### config.mk
export PLATFORM = sky130hd
export DESIGN_NAME = mul32_seq_ctrl_flat
export DESIGN_NICKNAME = d
export VERILOG_FILES = /design/src/rtl/mul32_seq_ctrl_pkg.sv /design/src/rtl/mul32_seq_ctrl_if.sv /design/src/rtl/mul32_seq_ctrl.sv /design/src/flat_wrapper.sv
export SDC_FILE = /design/constraint.sdc
export NUM_CORES = 1
export LEC_CHECK = 0
export CAP_MARGIN = 20
export CORE_MARGIN = 4
export CORE_UTILIZATION = 45
export CTS_BUF_LIST = sky130_fd_sc_hd__clkbuf_4
export DETAILED_ROUTE_END_ITERATION = 12
export GPL_TIMING_DRIVEN = 0
export PLACE_DENSITY = 0.7
export SLEW_MARGIN = 10
export SYNTH_ARGS = -nofsm -noshare
export SYNTH_HDL_FRONTEND = slang
export SYNTH_SLANG_ARGS = --single-unit
### constraint.sdc
create_clock -name clk -period 7.3 [get_ports clk]
set_input_delay 1.46 -clock clk [delete_from_list [all_inputs] [get_ports clk]]
set_output_delay 1.46 -clock clk [all_outputs]
set_load 0.1 [all_outputs]
### src/rtl/mul32_seq_ctrl_pkg.sv
// Shared definitions for the sequential 32x32 multiplier controller:
// FSM state encoding, quarter-product shift constants and step helpers.
package mul_seq_pkg;

    // Controller states.
    typedef enum logic [1:0] {
        IDLE = 2'd0,
        MUL  = 2'd1,
        DONE = 2'd2
    } stateT;

    // Default core operand width; the module parameter may override it.
    localparam int DEF_HALF_W = 16;

    // Quarter-product alignment for the default width.
    localparam int SHIFT_LL  = 0;
    localparam int SHIFT_MID = DEF_HALF_W;
    localparam int SHIFT_HH  = 2 * DEF_HALF_W;

    // Number of core passes per product.
    localparam int NUM_STEPS = 4;

    // Shift applied to the core product at a given step, for a core of
    // width halfW. Order: aL*bL, aH*bL, aL*bH, aH*bH.
    function automatic int stepShift(input logic [1:0] step, input int halfW);
        int sh;
        case (step)
            2'd0:    sh = SHIFT_LL;
            2'd1:    sh = halfW;
            2'd2:    sh = halfW;
            default: sh = 2 * halfW;
        endcase
        return sh;
    endfunction

    // Step bit 0 selects the high half of A, step bit 1 the high half of B.
    function automatic logic stepUsesAHigh(input logic [1:0] step);
        return step[0];
    endfunction

    function automatic logic stepUsesBHigh(input logic [1:0] step);
        return step[1];
    endfunction

endpackage

### src/rtl/mul32_seq_ctrl_if.sv
// Request/response bus of the sequential multiplier controller.
//
// Handshake: a transfer happens on a rising clock edge where valid and
// ready are both high. The source holds valid and its payload steady
// until that edge; ready may be high or low independent of valid.
interface mul32_seq_ctrl_if #(
    parameter int HALF_W = 16
);
    logic                  in_valid;
    logic                  in_ready;
    logic [2*HALF_W-1:0]   in_a;
    logic [2*HALF_W-1:0]   in_b;
    logic                  out_valid;
    logic                  out_ready;
    logic [4*HALF_W-1:0]   out_y;

    // Requester / result consumer side.
    modport master (
        output in_valid, in_a, in_b, out_ready,
        input  in_ready, out_valid, out_y
    );

    // Controller side.
    modport slave (
        input  in_valid, in_a, in_b, out_ready,
        output in_ready, out_valid, out_y
    );
endinterface

### src/rtl/mul32_seq_ctrl.sv
// Sequencing controller: builds a 4*HALF_W-bit product from four passes
// through one shared, external, combinational HALF_W x HALF_W core.
module mul32_seq_ctrl
    import mul_seq_pkg::*;
#(
    parameter int HALF_W    = 16,
    parameter bit ZERO_SKIP = 1'b1
) (
    input  logic                clk,
    input  logic                rst,
    mul32_seq_ctrl_if.slave     bus,
    output logic [HALF_W-1:0]   core_a,
    output logic [HALF_W-1:0]   core_b,
    input  logic [2*HALF_W-1:0] core_p,
    output logic                busy,
    output stateT               stateDbg
);

    localparam int FULL_W = 2 * HALF_W;
    localparam int PROD_W = 4 * HALF_W;
    localparam logic [1:0] LAST_STEP = 2'(NUM_STEPS - 1);

    stateT               state;
    logic [1:0]          step;
    logic [FULL_W-1:0]   opA;
    logic [FULL_W-1:0]   opB;
    logic [PROD_W-1:0]   acc;
    logic [PROD_W-1:0]   accNext;
    logic [PROD_W-1:0]   addend;
    logic [PROD_W-1:0]   outY;
    logic                outValid;
    logic                inReady;
    logic                busyR;
    logic                acceptHit;
    logic                zeroOperand;

    assign acceptHit   = bus.in_valid && inReady;
    assign zeroOperand = (bus.in_a == '0) || (bus.in_b == '0);

    // Operand mux and shifted accumulation; core inputs stay at zero
    // outside MUL so the shared core does not toggle while unused.
    always_comb begin
        core_a = '0;
        core_b = '0;
        if (state == MUL) begin
            core_a = stepUsesAHigh(step) ? opA[FULL_W-1:HALF_W] : opA[HALF_W-1:0];
            core_b = stepUsesBHigh(step) ? opB[FULL_W-1:HALF_W] : opB[HALF_W-1:0];
        end
        addend  = PROD_W'(core_p) << stepShift(step, HALF_W);
        accNext = acc + addend;
    end

    // Controller FSM with registered handshake outputs and result.
    always_ff @(posedge clk) begin
        if (rst) begin
            state    <= IDLE;
            step     <= '0;
            opA      <= '0;
            opB      <= '0;
            acc      <= '0;
            outY     <= '0;
            outValid <= 1'b0;
            inReady  <= 1'b1;
            busyR    <= 1'b0;
        end else begin
            case (state)
                IDLE: begin
                    if (acceptHit) begin
                        opA     <= bus.in_a;
                        opB     <= bus.in_b;
                        acc     <= '0;
                        step    <= '0;
                        inReady <= 1'b0;
                        busyR   <= 1'b1;
                        if (ZERO_SKIP && zeroOperand) begin
                            // Product is known to be zero; skip the core.
                            outY     <= '0;
                            outValid <= 1'b1;
                            state    <= DONE;
                        end else begin
                            state <= MUL;
                        end
                    end
                end

                MUL: begin
                    acc  <= accNext;
                    step <= step + 2'd1;
                    if (step == LAST_STEP) begin
                        outY     <= accNext;
                        outValid <= 1'b1;
                        state    <= DONE;
                    end
                end

                DONE: begin
                    // Hold the result until it is taken; the next request
                    // is only accepted from the following IDLE cycle.
                    if (bus.out_ready) begin
                        outValid <= 1'b0;
                        inReady  <= 1'b1;
                        busyR    <= 1'b0;
                        state    <= IDLE;
                    end
                end

                default: begin
                    state    <= IDLE;
                    outValid <= 1'b0;
                    inReady  <= 1'b1;
                    busyR    <= 1'b0;
                end
            endcase
        end
    end

    assign bus.in_ready  = inReady;
    assign bus.out_valid = outValid;
    assign bus.out_y     = outY;
    assign busy          = busyR;
    assign stateDbg      = state;

endmodule

### src/flat_wrapper.sv
// flat-port wrapper written by rule: the top's interface ports become plain ports
module mul32_seq_ctrl_flat import mul_seq_pkg::*;
#(
    parameter int HALF_W    = 16,
    parameter bit ZERO_SKIP = 1'b1
)
  (clk, rst, core_a, core_b, core_p, busy, stateDbg, bus_in_valid, bus_in_a, bus_in_b, bus_out_ready, bus_in_ready, bus_out_valid, bus_out_y);
  mul32_seq_ctrl_if #(.HALF_W(HALF_W)) bus_i ();
  input  logic clk;
  input  logic rst;
  output logic [HALF_W-1:0] core_a;
  output logic [HALF_W-1:0] core_b;
  input  logic [2*HALF_W-1:0] core_p;
  output logic busy;
  output stateT stateDbg;
  input wire logic [$bits(bus_i.in_valid)-1:0] bus_in_valid;
  input wire logic [$bits(bus_i.in_a)-1:0] bus_in_a;
  input wire logic [$bits(bus_i.in_b)-1:0] bus_in_b;
  input wire logic [$bits(bus_i.out_ready)-1:0] bus_out_ready;
  output wire logic [$bits(bus_i.in_ready)-1:0] bus_in_ready;
  output wire logic [$bits(bus_i.out_valid)-1:0] bus_out_valid;
  output wire logic [$bits(bus_i.out_y)-1:0] bus_out_y;
  assign bus_i.in_valid = bus_in_valid;
  assign bus_i.in_a = bus_in_a;
  assign bus_i.in_b = bus_in_b;
  assign bus_i.out_ready = bus_out_ready;
  assign bus_in_ready = bus_i.in_ready;
  assign bus_out_valid = bus_i.out_valid;
  assign bus_out_y = bus_i.out_y;
  mul32_seq_ctrl #(.HALF_W(HALF_W), .ZERO_SKIP(ZERO_SKIP)) u_core (.clk(clk), .rst(rst), .bus(bus_i), .core_a(core_a), .core_b(core_b), .core_p(core_p), .busy(busy), .stateDbg(stateDbg));
endmodule
---- Word-level counts from Yosys, hierarchy flattened ----
Cells that the tools add are included.
storage, ports and cells
  output and inout port bits .............. 101
  input bits .............................. 100
  logic and storage cells ................. 64
  register bits ........................... 199
cells by class
  reduce and logical (&&, ||, !) cells .... 14
  shifts and indexed selects .............. 1
  mux-type cells .......................... 28
  $add $sub $neg .......................... 2
  bitwise gates (word level) .............. 1
  eq/ne operators ......................... 9
operator list
  operator             number
  $mux 64              4
  $pmux 64 s2          2
  $add 64x64->64       1
  $logic_not 32->1     2
  $mux 16              4
  $shl 32x6->64        1
  $pmux 6 s2           1
  $mux 2               5
  $pmux 1 s3           3
  $reduce_and 4->1     2
  $mux 1               7
  $eq 2x2->1 const B   3
  $pmux 2 s3           1
  $reduce_and 3->1     2
  $eq 2x1->1 const B   2
  $logic_not 2->1      2
  $ne 2x1->1 const B   2
  $ne 2x2->1 const B   2
  $pmux 2 s2           1
  $reduce_and 2->1     2
  $add 2x1->2 const B  1
  $reduce_bool 2->1    1
  $reduce_or 2->1      1
  $logic_and 1x1->1    1
  2 further kinds      2

---- Longest topological paths before layout ----
Gate-level depths: netlist (run 1).
  depth after elaboration ................. 7
  depth in mapped cells ................... 19
  mapped depth without buffers ............ 17

---- Least setup slack after synthesis (run 1) ----
Ideal clock, no wire load.
  kind .................................... register to output
  start ................................... register u_core.state[0], in the netlist u_core.stateDbg[0]
  end ..................................... output core_a[10]
  cell stages (with the launch flop) ...... 6
  path buffers ............................ 3
  path slack .............................. 2.829 ns
  data required time ...................... 5.840 ns
  data arrival time ....................... 3.011 ns
  path through ............................ dfxtp_1 nand2b_1 clkbuf_1 clkbuf_1 buf_1 nor2_1
between the ends
  word-level cells in the longest chain between the ends .. 2
RTL lines
  what                    line                  RTL
  from (decl)             mul32_seq_ctrl.sv:23  stateT state;
  from (signal assigned)  mul32_seq_ctrl.sv:56  state <= IDLE;
  from (signal assigned)  mul32_seq_ctrl.sv:79  state <= DONE;
  from (signal assigned)  mul32_seq_ctrl.sv:81  state <= MUL;
  $eq 2x1->1              mul32_seq_ctrl.sv:45  if (state == MUL) begin
  $mux 16                 mul32_seq_ctrl.sv:45
  to (decl)               flat_wrapper.sv:11    output logic [HALF_W-1:0] core_a;
No other way between the ends.

---- Worst setup path in the final report (run 1) ----
  start ................................... register u_core.step[0]
  end ..................................... register u_core.acc[59]
between the ends
  word-level cells in the longest chain between the ends .. 6
  elaborated cells between the ends (all ways) .. 8
  classes of those cells .................. add/sub (1); eq/ne (2); shift (1); mux (2); reduce/logical (2)
RTL lines
  what                                             line                      RTL
  from (decl)                                      mul32_seq_ctrl.sv:24      logic [1:0] step;
  from (signal assigned)                           mul32_seq_ctrl.sv:88      step <= step + 2'd1;
  $eq 2x1->1 / $eq 2x2->1 (equally long branches)  mul32_seq_ctrl_pkg.sv:27  case (step)
  $reduce_or 2->1 (no line)                        --
  $pmux 6 s2 (*)                                   mul32_seq_ctrl_pkg.sv:27
  $shl 32x6->64 (*)                                mul32_seq_ctrl.sv:49      addend = PROD_W'(core_p) << stepShift(step, HALF_W);
  $add 64x64->64 (*)                               mul32_seq_ctrl.sv:50      accNext = acc + addend;
  $pmux 64 s2 (*)                                  mul32_seq_ctrl.sv:66      case (state)
  to (signal assigned)                             mul32_seq_ctrl.sv:87      acc <= accNext;
  to (decl)                                        mul32_seq_ctrl.sv:27      logic [PROD_W-1:0] acc;
Every way passes the cells marked *; elsewhere a longest branch is shown, timed or not.
A chain may end at the register's enable or synchronous reset.

==> results of run 1 <==
==> critical path: stages, from the launching register on <==
cell,delay [ns]
dfxtp_1,0.36
ha_1,0.37
clkbuf_1,0.49
buf_1,0.69
mux2i_1,0.44
nor2_1,0.14
ha_1,0.44
nand4_1,0.19
nor4_1,0.35
a221oi_1,0.14
o21ai_1,0.12
a41oi_1,0.13
o21ai_1,0.47
nand4_1,0.14
and3_1,0.27
o31ai_1,0.37
xor2_1,0.28
a22o_1,0.16
==> registers in the layout, summed over array words and instances (netlist names) <==
| signal | cells |
|---|---|
| u_core.stateDbg | 2 |
| u_core.busy | 1 |
| u_core.bus.in_ready | 1 |
| u_core.opA | 32 |
| u_core.bus.out_valid | 1 |
| u_core.step | 2 |
| u_core.acc | 64 |
| u_core.bus.out_y | 64 |
| u_core.opB | 32 |
==> metal layers <==
metal | up-vias | share of wire (%) | wire (um) | track usage (%)
met5 | - | 0 | 0 | 0
met4 | 0 | 2.4 | 946 | 7.94
met1 | 5372 | 46 | 18300 | 37.3
met3 | 48 | 8.1 | 3250 | 6.70
met2 | 461 | 44 | 17500 | 42.6
li1 | 5647 | - | - | -
==> power breakdown <==
part / internal [mW] / switching, mW
Clock: 0.198 / 0.465
Combinational: 0.248 / 0.465
Sequential: 1.13 / 0.0285
==> metrics by stage <==
step / instance area (um2) / hold slack, ns / setup slack, ns
finish: 14300 / 0.468 / 1.67
global route: 14300 / 0.491 / 1.36
detailed placement: 14000 / 0.446 / 1.49
global placement: 14000 / 0.442 / 1.53
CTS: 14300 / 0.469 / 1.80
floorplan: 11600 / 0.427 / 2.83
==> worst min path at each step <==
stage,startpoint,to,slack [ns],cells after the start
finish,u_core.opA[1]$_SDFFE_PP0P_,u_core.opA[1]$_SDFFE_PP0P_,0.47,2
global route,u_core.opA[31]$_SDFFE_PP0P_,u_core.opA[31]$_SDFFE_PP0P_,0.49,2
CTS,u_core.opA[5]$_SDFFE_PP0P_,u_core.opA[5]$_SDFFE_PP0P_,0.47,2
detailed placement,u_core.opA[5]$_SDFFE_PP0P_,u_core.opA[5]$_SDFFE_PP0P_,0.45,2
global placement,u_core.opB[27]$_SDFFE_PP0P_,u_core.opB[27]$_SDFFE_PP0P_,0.44,2
floorplan,u_core.acc[32]$_SDFFE_PP0P_,u_core.acc[32]$_SDFFE_PP0P_,0.43,2
==> logic make-up (layout without fill, tap and decap cells) <==
logic type                 count (synthesis)  count (layout)  share of synthesized area, %
muxes                                     50              50                          4.32
buffers and inverters                    121             352                          3.95
other                                      0               1                             0
xor gates and xnor gates                  60              60                          4.53
AOI/OAI and AO/OA                        445             445                          25.9
DFF                                      199             199                          34.4
and+or+nand+nor                          520             520                          19.8
adders and majority gates                 65              65                          7.08
==> placed cells by master, fill, tap and decap left out, drive strengths merged, types with 3 or more instances in the layout <==
master	netlist	layout
nand3	21	21
xor2	18	18
buf	11	11
nor3	6	6
nor4	19	19
a22oi	18	18
and2	21	21
o21a	5	5
nand4	22	22
mux2i	50	50
a41oi	5	5
a221oi	4	4
clkdlybuf4s50	0	199
a31oi	11	11
and3	9	9
a22o	73	73
clkbuf	91	108
a21oi	186	186
or3	3	3
o22ai	3	3
o41ai	4	4
and4	3	3
inv	19	25
or2	4	4
nand2	223	223
o21ai	51	51
nor2b	26	26
xnor2	42	42
o31ai	8	8
dfxtp	199	199
nand2b	5	5
clkinv	0	6
ha	64	64
a21o	42	42
o21bai	14	14
a221o	4	4
nor2	152	152
==> area by class of cell <==
class | instances | area share [%]
timing repair buffer | 199 | 13.9
sequential | 199 | 27.8
inverter | 19 | 0.498
buffer | 102 | 2.70
antenna | 1 | 0.0175
clock buffer | 17 | 0.891
tap | 330 | 2.88
clock inverter | 15 | 1.41
multi-input combinational | 1140 | 49.9
==> impl_metrics.env, run 1 <==
export IMPL_worstPathArrival_ns=6.19
export IMPL_holdBufCountCts=0
export IMPL_finClkSkew_ns=0.0352
export IMPL_tightestPinTransition_ns=1.10
export IMPL_synth_edf_count=0
export IMPL_synth_common_cells="222 x nand2_1, 199 x dfxtp_1, 184 x a21oi_1"
export IMPL_drv_cap=0
export IMPL_antenna_found_initial=1
export IMPL_setup_viol=0
export IMPL_hold_class="flop to flop"
export IMPL_routed_via_density=5.70
export IMPL_fp_dieW_um=169
export IMPL_initial_core_util_pct=45.9
export IMPL_synth_warnings=0
export IMPL_cts_inserted_buffers=17
export IMPL_die_height_um=169
export IMPL_ctsResizeCount=0
export IMPL_clk_transition_reported_paths_ns=0.20
export IMPL_num_fill_cells=2410
export IMPL_finish_net_count=1843
export IMPL_r2r_setup_slack_ns=1.67
export IMPL_final_min_clock_period_ns=5.63
export IMPL_synthTopCellsByArea="dfxtp_1 34%, a21oi_1 7.9%, nand2_1 7.2%, ha_1 6.9%, a22o_1 5.5%"
export IMPL_cts_buffer_depth=2
export IMPL_clock_latency_ns=0.62
export IMPL_dp_hpwl_um=32100
export IMPL_r2r_cells=17
export IMPL_ios=201
export IMPL_cp_max_fo=10
export IMPL_final_util_pct=56.7
export IMPL_wl_per_cell_um=19.8
export IMPL_synth_most_common_cell="nand2_1"
export IMPL_vdd_ir_drop_max_mv=0.124
export IMPL_rr_startpoint="u_core.step[0]$_SDFFE_PP0P_"
export IMPL_required_ns=7.85
export IMPL_synth_seq_cells=199
export IMPL_outcome="complete, no violations"
export IMPL_grt_pass1_wl_um=61400
export IMPL_p_per_area_nw_per_um2=177
export IMPL_first_global_vias=11200
export IMPL_yosys_most_used_dff="dfxtp_1"
export IMPL_drive_above_1_share_pct=3.43
export IMPL_area_delta_synth_final_pct=23.6
export IMPL_drv_slew=0
export IMPL_grt_setup_unrepaired="false"
export IMPL_postCtsSetupRepairBufs=0
export IMPL_multiInputGateArea_um2=7150
export IMPL_routabilityCongestion=0.996
export IMPL_gr_total_overflow=0
export IMPL_startpoint="u_core.step[0]$_SDFFE_PP0P_"
export IMPL_die_area_um2=28400
export IMPL_async_reset_ff_share_pct=0
export IMPL_cp_start_kind="flop"
export IMPL_finalNonFillerCells=2022
export IMPL_avgSynthCellArea_um2=7.94
export IMPL_ff_latch_area_um2=3980
export IMPL_synthCells=1460
export IMPL_min_period_over_period_pct=77.2
export IMPL_netlist_area_um2=11600
export IMPL_drc_errors=0
export IMPL_ys_seq_area_share_pct=34.4
export IMPL_core_um2=25300
export IMPL_endpoint="u_core.acc[59]$_SDFFE_PP0P_"
export IMPL_wl_um=40000
export IMPL_yosysTopAreaCellShare_pct=34.4
export IMPL_ant_nets=0
export IMPL_cts_sinks=199
export IMPL_hold_viol=0
export IMPL_vias=11500
export IMPL_cts_tree="yes"
export IMPL_p_leak_nw=5.64
export IMPL_dr_pass1_iters=7
export IMPL_r2r_end="u_core.acc[59]$_SDFFE_PP0P_"
export IMPL_fin_tns_setup_ns=0
export IMPL_critPathCaptureType="flop"
export IMPL_first_iter_violations=920
export IMPL_root_buffer="clkbuf_4"
export IMPL_cts_htree_levels=4
export IMPL_slew_headroom_pct=26.3
export IMPL_fmax_mhz=178
export IMPL_p_total_mw=2.54
export IMPL_grt_max_degree=22
export IMPL_ys_types=67
export IMPL_globalRouteTotalUtil_pct=27.2
export IMPL_path_class="flop to flop"
export IMPL_syn_nets=1625
export IMPL_dpl_cell_count=1989
export IMPL_rows=58
export IMPL_post_synth_top_area_cell="dfxtp_1"
export IMPL_io_buffers=199
Power figures use the tool's default switching activity.
==> run 2, diff against run 1 <==
==> constraint.sdc (replaced) <==
create_clock -name clk -period 5.7 [get_ports clk]
set_input_delay 1.14 -clock clk [delete_from_list [all_inputs] [get_ports clk]]
set_output_delay 1.14 -clock clk [all_outputs]
set_load 0.1 [all_outputs]
==> run 2 against run 1 <==
Net effect: via count decreased by 0.48%; combinational power increased by 28%; sequential power grew 28%; setup slack worse by 1.3 ns.
==> impl_metrics.env, run 2 (synthesis gave the netlist of run 1 again) <==
export IMPL_min_period_over_period_pct=93.5
export IMPL_drive_above_1_share_pct=3.61
export IMPL_drv_slew=0
export IMPL_grt_setup_unrepaired="false"
export IMPL_gr_total_overflow=0
export IMPL_cts_htree_levels=4
export IMPL_p_total_mw=3.25
export IMPL_ff_latch_area_um2=3980
export IMPL_fmax_mhz=188
export IMPL_dr_pass1_iters=7
export IMPL_core_um2=25300
export IMPL_vias=11500
export IMPL_p_leak_nw=5.64
export IMPL_vdd_ir_drop_max_mv=0.159
export IMPL_hold_class="flop to flop"
export IMPL_path_class="flop to flop"
export IMPL_initial_core_util_pct=45.9
export IMPL_slew_headroom_pct=26.5
export IMPL_ios=201
export IMPL_dp_hpwl_um=32100
export IMPL_clk_transition_reported_paths_ns=0.20
export IMPL_area_delta_synth_final_pct=23.7
export IMPL_final_util_pct=56.8
export IMPL_cpLargestDelayFamily="compound AO/OA/AOI/OAI gates"
export IMPL_postCtsSetupRepairBufs=0
export IMPL_ant_nets=0
export IMPL_outcome="complete, no violations"
export IMPL_grt_use_met1_pct=37.3
export IMPL_final_cell_mix="222 x nand2_1, 199 x clkdlybuf4s50_1, 199 x dfxtp_1"
export IMPL_met3_usage_pct=6.70
export IMPL_cp_start_kind="flop"
export IMPL_finClkSkew_ns=0.0283
export IMPL_crit_chain="ha_1 > nor2_2 > clkbuf_1 > and2_1 > ha_1 > inv_1 > fa_1 > and2b_1 > o2111ai_2 > nand2_2 > a311oi_4 > o41ai_4 > a31oi_1 > o21ai_2 > a21boi_2 > or4_1 > mux2i_1 > o2bb2ai_1"
export IMPL_rows=58
export IMPL_setup_viol=0
export IMPL_root_buffer="clkbuf_4"
export IMPL_crit_path_frequent_cell="ha_1"
export IMPL_cp_max_fo=11
export IMPL_wl_per_cell_um=19.7
export IMPL_hold_viol=0
export IMPL_cts_inserted_buffers=17
export IMPL_worstPathArrival_ns=5.86
export IMPL_cts_buffer_depth=2
export IMPL_first_iter_violations=882
export IMPL_die_height_um=169
export IMPL_cp_num_buf_inv=2
export IMPL_routed_via_density=5.68
export IMPL_grt_pass1_wl_um=61400
export IMPL_busiest_layer="met2"
export IMPL_crit_slowest_cell="ha_1"
export IMPL_drc_errors=0
export IMPL_routabilityCongestion=0.996
export IMPL_globalRouteTotalUtil_pct=27.2
export IMPL_fp_dieW_um=169
export IMPL_antenna_found_initial=1
export IMPL_required_ns=6.23
export IMPL_p_per_area_nw_per_um2=227
export IMPL_use_met2_pct=42.6
export IMPL_clock_latency_ns=0.61
export IMPL_grt_max_degree=22
export IMPL_die_area_um2=28400
export IMPL_multiInputGateArea_um2=7160
export IMPL_wl_um=39900
export IMPL_critPathCaptureType="flop"
export IMPL_tightestPinTransition_ns=1.10
export IMPL_slowest_delay_ns=0.54
export IMPL_first_global_vias=11200
export IMPL_final_common_cell="nand2_1"
export IMPL_finish_net_count=1842
export IMPL_num_fill_cells=2409
export IMPL_io_buffers=199
export IMPL_final_min_clock_period_ns=5.33
export IMPL_drv_cap=0
export IMPL_cts_sinks=199
export IMPL_cts_tree="yes"
export IMPL_fin_tns_setup_ns=0
## run 2: cell count changes in the layout (fill, tap and decap cells not counted), sizes merged
cell  before  now
buf       11   10
## run 2: path summary, 6_finish.rpt
kind                               startpoint  slack, ns  cells past startpoint                           endpoint
setup / recovery  u_core.step[0]$_SDFFE_PP0P_       0.37                     18  u_core.bus.out_y[62]$_SDFFE_PP0P_
hold / removal    u_core.opA[18]$_SDFFE_PP0P_       0.47                      2        u_core.opA[18]$_SDFFE_PP0P_
setup reg to reg  u_core.step[0]$_SDFFE_PP0P_       0.37                     18  u_core.bus.out_y[62]$_SDFFE_PP0P_
hold reg to reg   u_core.opA[18]$_SDFFE_PP0P_       0.47                      2        u_core.opA[18]$_SDFFE_PP0P_
## run 2: area by class of cell
class / count / area share (%)
Buffer: 101 / 2.68
Timing Repair Buffer: 199 / 13.9
Multi-Input combinational cell: 1140 / 49.9
Clock inverter: 15 / 1.41
Clock buffer: 17 / 0.890
Tap cell: 330 / 2.88
Inverter: 19 / 0.497
Sequential cell: 199 / 27.8
Antenna cell: 1 / 0.0175
## run 2: metrics by stage
step	instances	setup slack, ns	area, um2	hold WS, ns
floorplan	1460	1.37	11600	0.427
global placement	1989	0.247	14000	0.442
detailed placement	1989	0.206	14000	0.446
CTS	2021	0.202	14300	0.469
global route	2021	0.0683	14300	0.491
finish	2021	0.370	14300	0.469
## run 2: what timing repair did
| action | in CTS | in global routing |
|---|---|---|
| hold buffers | 0 | 0 |
| resized for setup | 0 | 3 |
| endpoints found under the setup margin | 0 | 14 |
## run 2: report_power, final
group	leakage (nW)	internal, mW	total [mW]	switching, mW
registers	1.62	1.45	1.49	0.0365
clock network	0.166	0.253	0.848	0.595
logic	3.86	0.318	0.913	0.595
total	5.64	2.02	3.25	1.23
## run 2: worst register-to-register path, stage by stage (launching register included)
cell and delay, ns:
dfxtp_1 0.36, ha_1 0.54, nor2_2 0.30, clkbuf_1 0.30, and2_1 0.27, ha_1 0.22
inv_1 0.06, fa_1 0.41, and2b_1 0.31, o2111ai_2 0.16, nand2_2 0.14, a311oi_4 0.13
o41ai_4 0.45, a31oi_1 0.28, o21ai_2 0.30, a21boi_2 0.16, or4_1 0.53, mux2i_1 0.20
o2bb2ai_1 0.14
## run 2: metal layers
layer	part of all wire, %	vias to the layer above
li1	-	5638
met1	45	5321
met2	44	462
met3	8.6	52
met4	2.5	0
met5	0	-
==> run 3, diff against run 2 <==
--- a/config.mk
+++ b/config.mk
@@ -8,7 +8,7 @@
 export CAP_MARGIN = 20
 export CORE_MARGIN = 4
 export CORE_UTILIZATION = 45
-export CTS_BUF_LIST = sky130_fd_sc_hd__clkbuf_4
+export CTS_BUF_LIST = sky130_fd_sc_hd__clkbuf_2
 export DETAILED_ROUTE_END_ITERATION = 12
 export GPL_TIMING_DRIVEN = 0
 export PLACE_DENSITY = 0.7
==> run 3 against run 2 <==
Net effect: die area did not move; first-iteration DRC count increased by 14%; global-route usage is essentially flat; flip-flop and latch count did not move; clock skew grew 0.022 ns; critical path type unchanged.
==> impl_metrics.env, run 3 (synthesis gave the netlist of run 1 again) <==
export IMPL_outcome="complete, no violations"
export IMPL_path_class="flop to flop"
export IMPL_setup_viol=0
export IMPL_fin_tns_setup_ns=0
export IMPL_fp_dieW_um=169
export IMPL_dr_pass1_iters=5
export IMPL_wl_per_cell_um=19.8
export IMPL_grt_pass1_wl_um=61400
export IMPL_dp_hpwl_um=32100
export IMPL_multiInputGateArea_um2=7160
export IMPL_io_buffers=199
export IMPL_min_path_cells=2
export IMPL_drive_above_1_share_pct=3.61
export IMPL_first_global_vias=11200
export IMPL_die_height_um=169
export IMPL_cts_tree="yes"
export IMPL_critPathCaptureType="flop"
export IMPL_grt_max_degree=22
export IMPL_wl_um=40000
export IMPL_clock_latency_ns=0.83
export IMPL_worstPathArrival_ns=6.12
export IMPL_ff_latch_area_um2=3980
export IMPL_p_total_mw=3.21
export IMPL_rows=58
export IMPL_cp_start_kind="flop"
export IMPL_vias=11600
export IMPL_gr_total_overflow=0
export IMPL_rr_startpoint="u_core.step[0]$_SDFFE_PP0P_"
export IMPL_root_buffer="clkbuf_2"
export IMPL_finClkSkew_ns=0.0504
export IMPL_required_ns=6.44
export IMPL_cts_sinks=199
export IMPL_worstHoldEndpoint="u_core.opA[5]$_SDFFE_PP0P_"
export IMPL_routabilityCongestion=0.996
export IMPL_die_area_um2=28400
export IMPL_finish_net_count=1842
export IMPL_cts_htree_levels=4
export IMPL_drv_slew=0
export IMPL_tightestPinTransition_ns=1.08
export IMPL_fmax_mhz=186
export IMPL_r2r_end="u_core.bus.out_y[62]$_SDFFE_PP0P_"
export IMPL_first_iter_violations=1005
export IMPL_hold_start="u_core.opA[5]$_SDFFE_PP0P_"
export IMPL_ant_nets=0
export IMPL_drc_errors=0
export IMPL_clk_transition_reported_paths_ns=0.35
export IMPL_startpoint="u_core.step[0]$_SDFFE_PP0P_"
export IMPL_cts_inserted_buffers=17
export IMPL_ios=201
export IMPL_num_fill_cells=2421
export IMPL_r2r_setup_slack_ns=0.32
export IMPL_dpl_cell_count=1989
export IMPL_vdd_ir_drop_max_mv=0.142
export IMPL_final_common_cell="nand2_1"
export IMPL_final_min_clock_period_ns=5.38
export IMPL_globalRouteTotalUtil_pct=27.2
export IMPL_core_um2=25300
export IMPL_r2r_cells=18
export IMPL_final_cell_mix="222 x nand2_1, 199 x clkdlybuf4s50_1, 199 x dfxtp_1"
export IMPL_cp_max_fo=11
export IMPL_antenna_found_initial=1
export IMPL_holdBufCountCts=0
export IMPL_routed_via_density=5.72
export IMPL_area_delta_synth_final_pct=23.3
export IMPL_finalNonFillerCells=2021
export IMPL_hold_viol=0
export IMPL_grt_setup_unrepaired="false"
export IMPL_slew_headroom_pct=27.4
export IMPL_cts_buffer_depth=2
export IMPL_p_leak_nw=5.63
export IMPL_hold_class="flop to flop"
export IMPL_initial_core_util_pct=45.9
export IMPL_drv_cap=0
export IMPL_min_period_over_period_pct=94.4
export IMPL_p_per_area_nw_per_um2=224
==> run 3: stage by stage <==
step / setup slack (ns) / hold slack (ns) / utilization [%] / cell area, um2
floorplan: 1.37 / 0.427 / - / 11600
global placement: 0.247 / 0.442 / 55.4 / 14000
detailed placement: 0.206 / 0.446 / 55.4 / 14000
CTS: 0.199 / 0.471 / 56.6 / 14300
global route: 0.0600 / 0.490 / 56.6 / 14300
finish: 0.318 / 0.473 / 56.6 / 14300
==> run 3: timing repair <==
item | 4_1_cts | 5_1_grt
endpoints found under the hold margin | 0 | 0
setup endpoints to repair | 0 | 16
setup buffers | 0 | 0
gates resized for setup | 0 | 3
==> run 3: layout make-up <==
type | instances | share of cell area (%)
multi-input cells | 1140 | 50.1
clock buffers | 17 | 0.595
repair buffers | 199 | 13.9
well taps | 330 | 2.89
plain buffers | 101 | 2.69
diodes | 1 | 0.0175
clock inverters | 15 | 1.42
inverters | 19 | 0.499
flip-flops and latches | 199 | 27.9
==> run 3: worst max-delay path by stage <==
| stage | endpoint |
|---|---|
| 2_1_floorplan | u_core.bus.out_y[58]$_SDFFE_PP0P_ |
| 3_3_place_gp | u_core.bus.out_y[58]$_SDFFE_PP0P_ |
| 3_5_place_dp | u_core.bus.out_y[58]$_SDFFE_PP0P_ |
| 5_1_grt | u_core.bus.out_y[58]$_SDFFE_PP0P_ |
| 4_1_cts | u_core.acc[58]$_SDFFE_PP0P_ |
| 6_report | u_core.bus.out_y[62]$_SDFFE_PP0P_ |
==> run 3: worst max-delay path: stages (launching register included) <==
cell and delay (ns):
dfxtp_1 0.39, ha_1 0.53, nor2_2 0.29, clkbuf_1 0.30, and2_1 0.28, ha_1 0.23, inv_1 0.06, fa_1 0.41
and2b_1 0.30, o2111ai_2 0.16, nand2_2 0.14, a311oi_4 0.13, o41ai_4 0.47, a31oi_1 0.28, o21ai_2 0.30, a21boi_2 0.16
or4_1 0.53, mux2i_1 0.19, o2bb2ai_1 0.14
==> run 3: layer usage <==
layer	share of wire [%]	vias to the layer above	GRT usage, %
met5	0	-	0
met4	2.3	0	7.20
met3	8.1	53	6.77
met2	44	476	42.8
met1	45	5388	37.4
li1	-	5642	-
==> run 3: where the power goes <==
group,internal (mW),total (mW),switching [mW]
clock network,0.199,0.798,0.599
logic,0.318,0.913,0.596
registers,1.46,1.50,0.0366
total,1.98,3.21,1.23
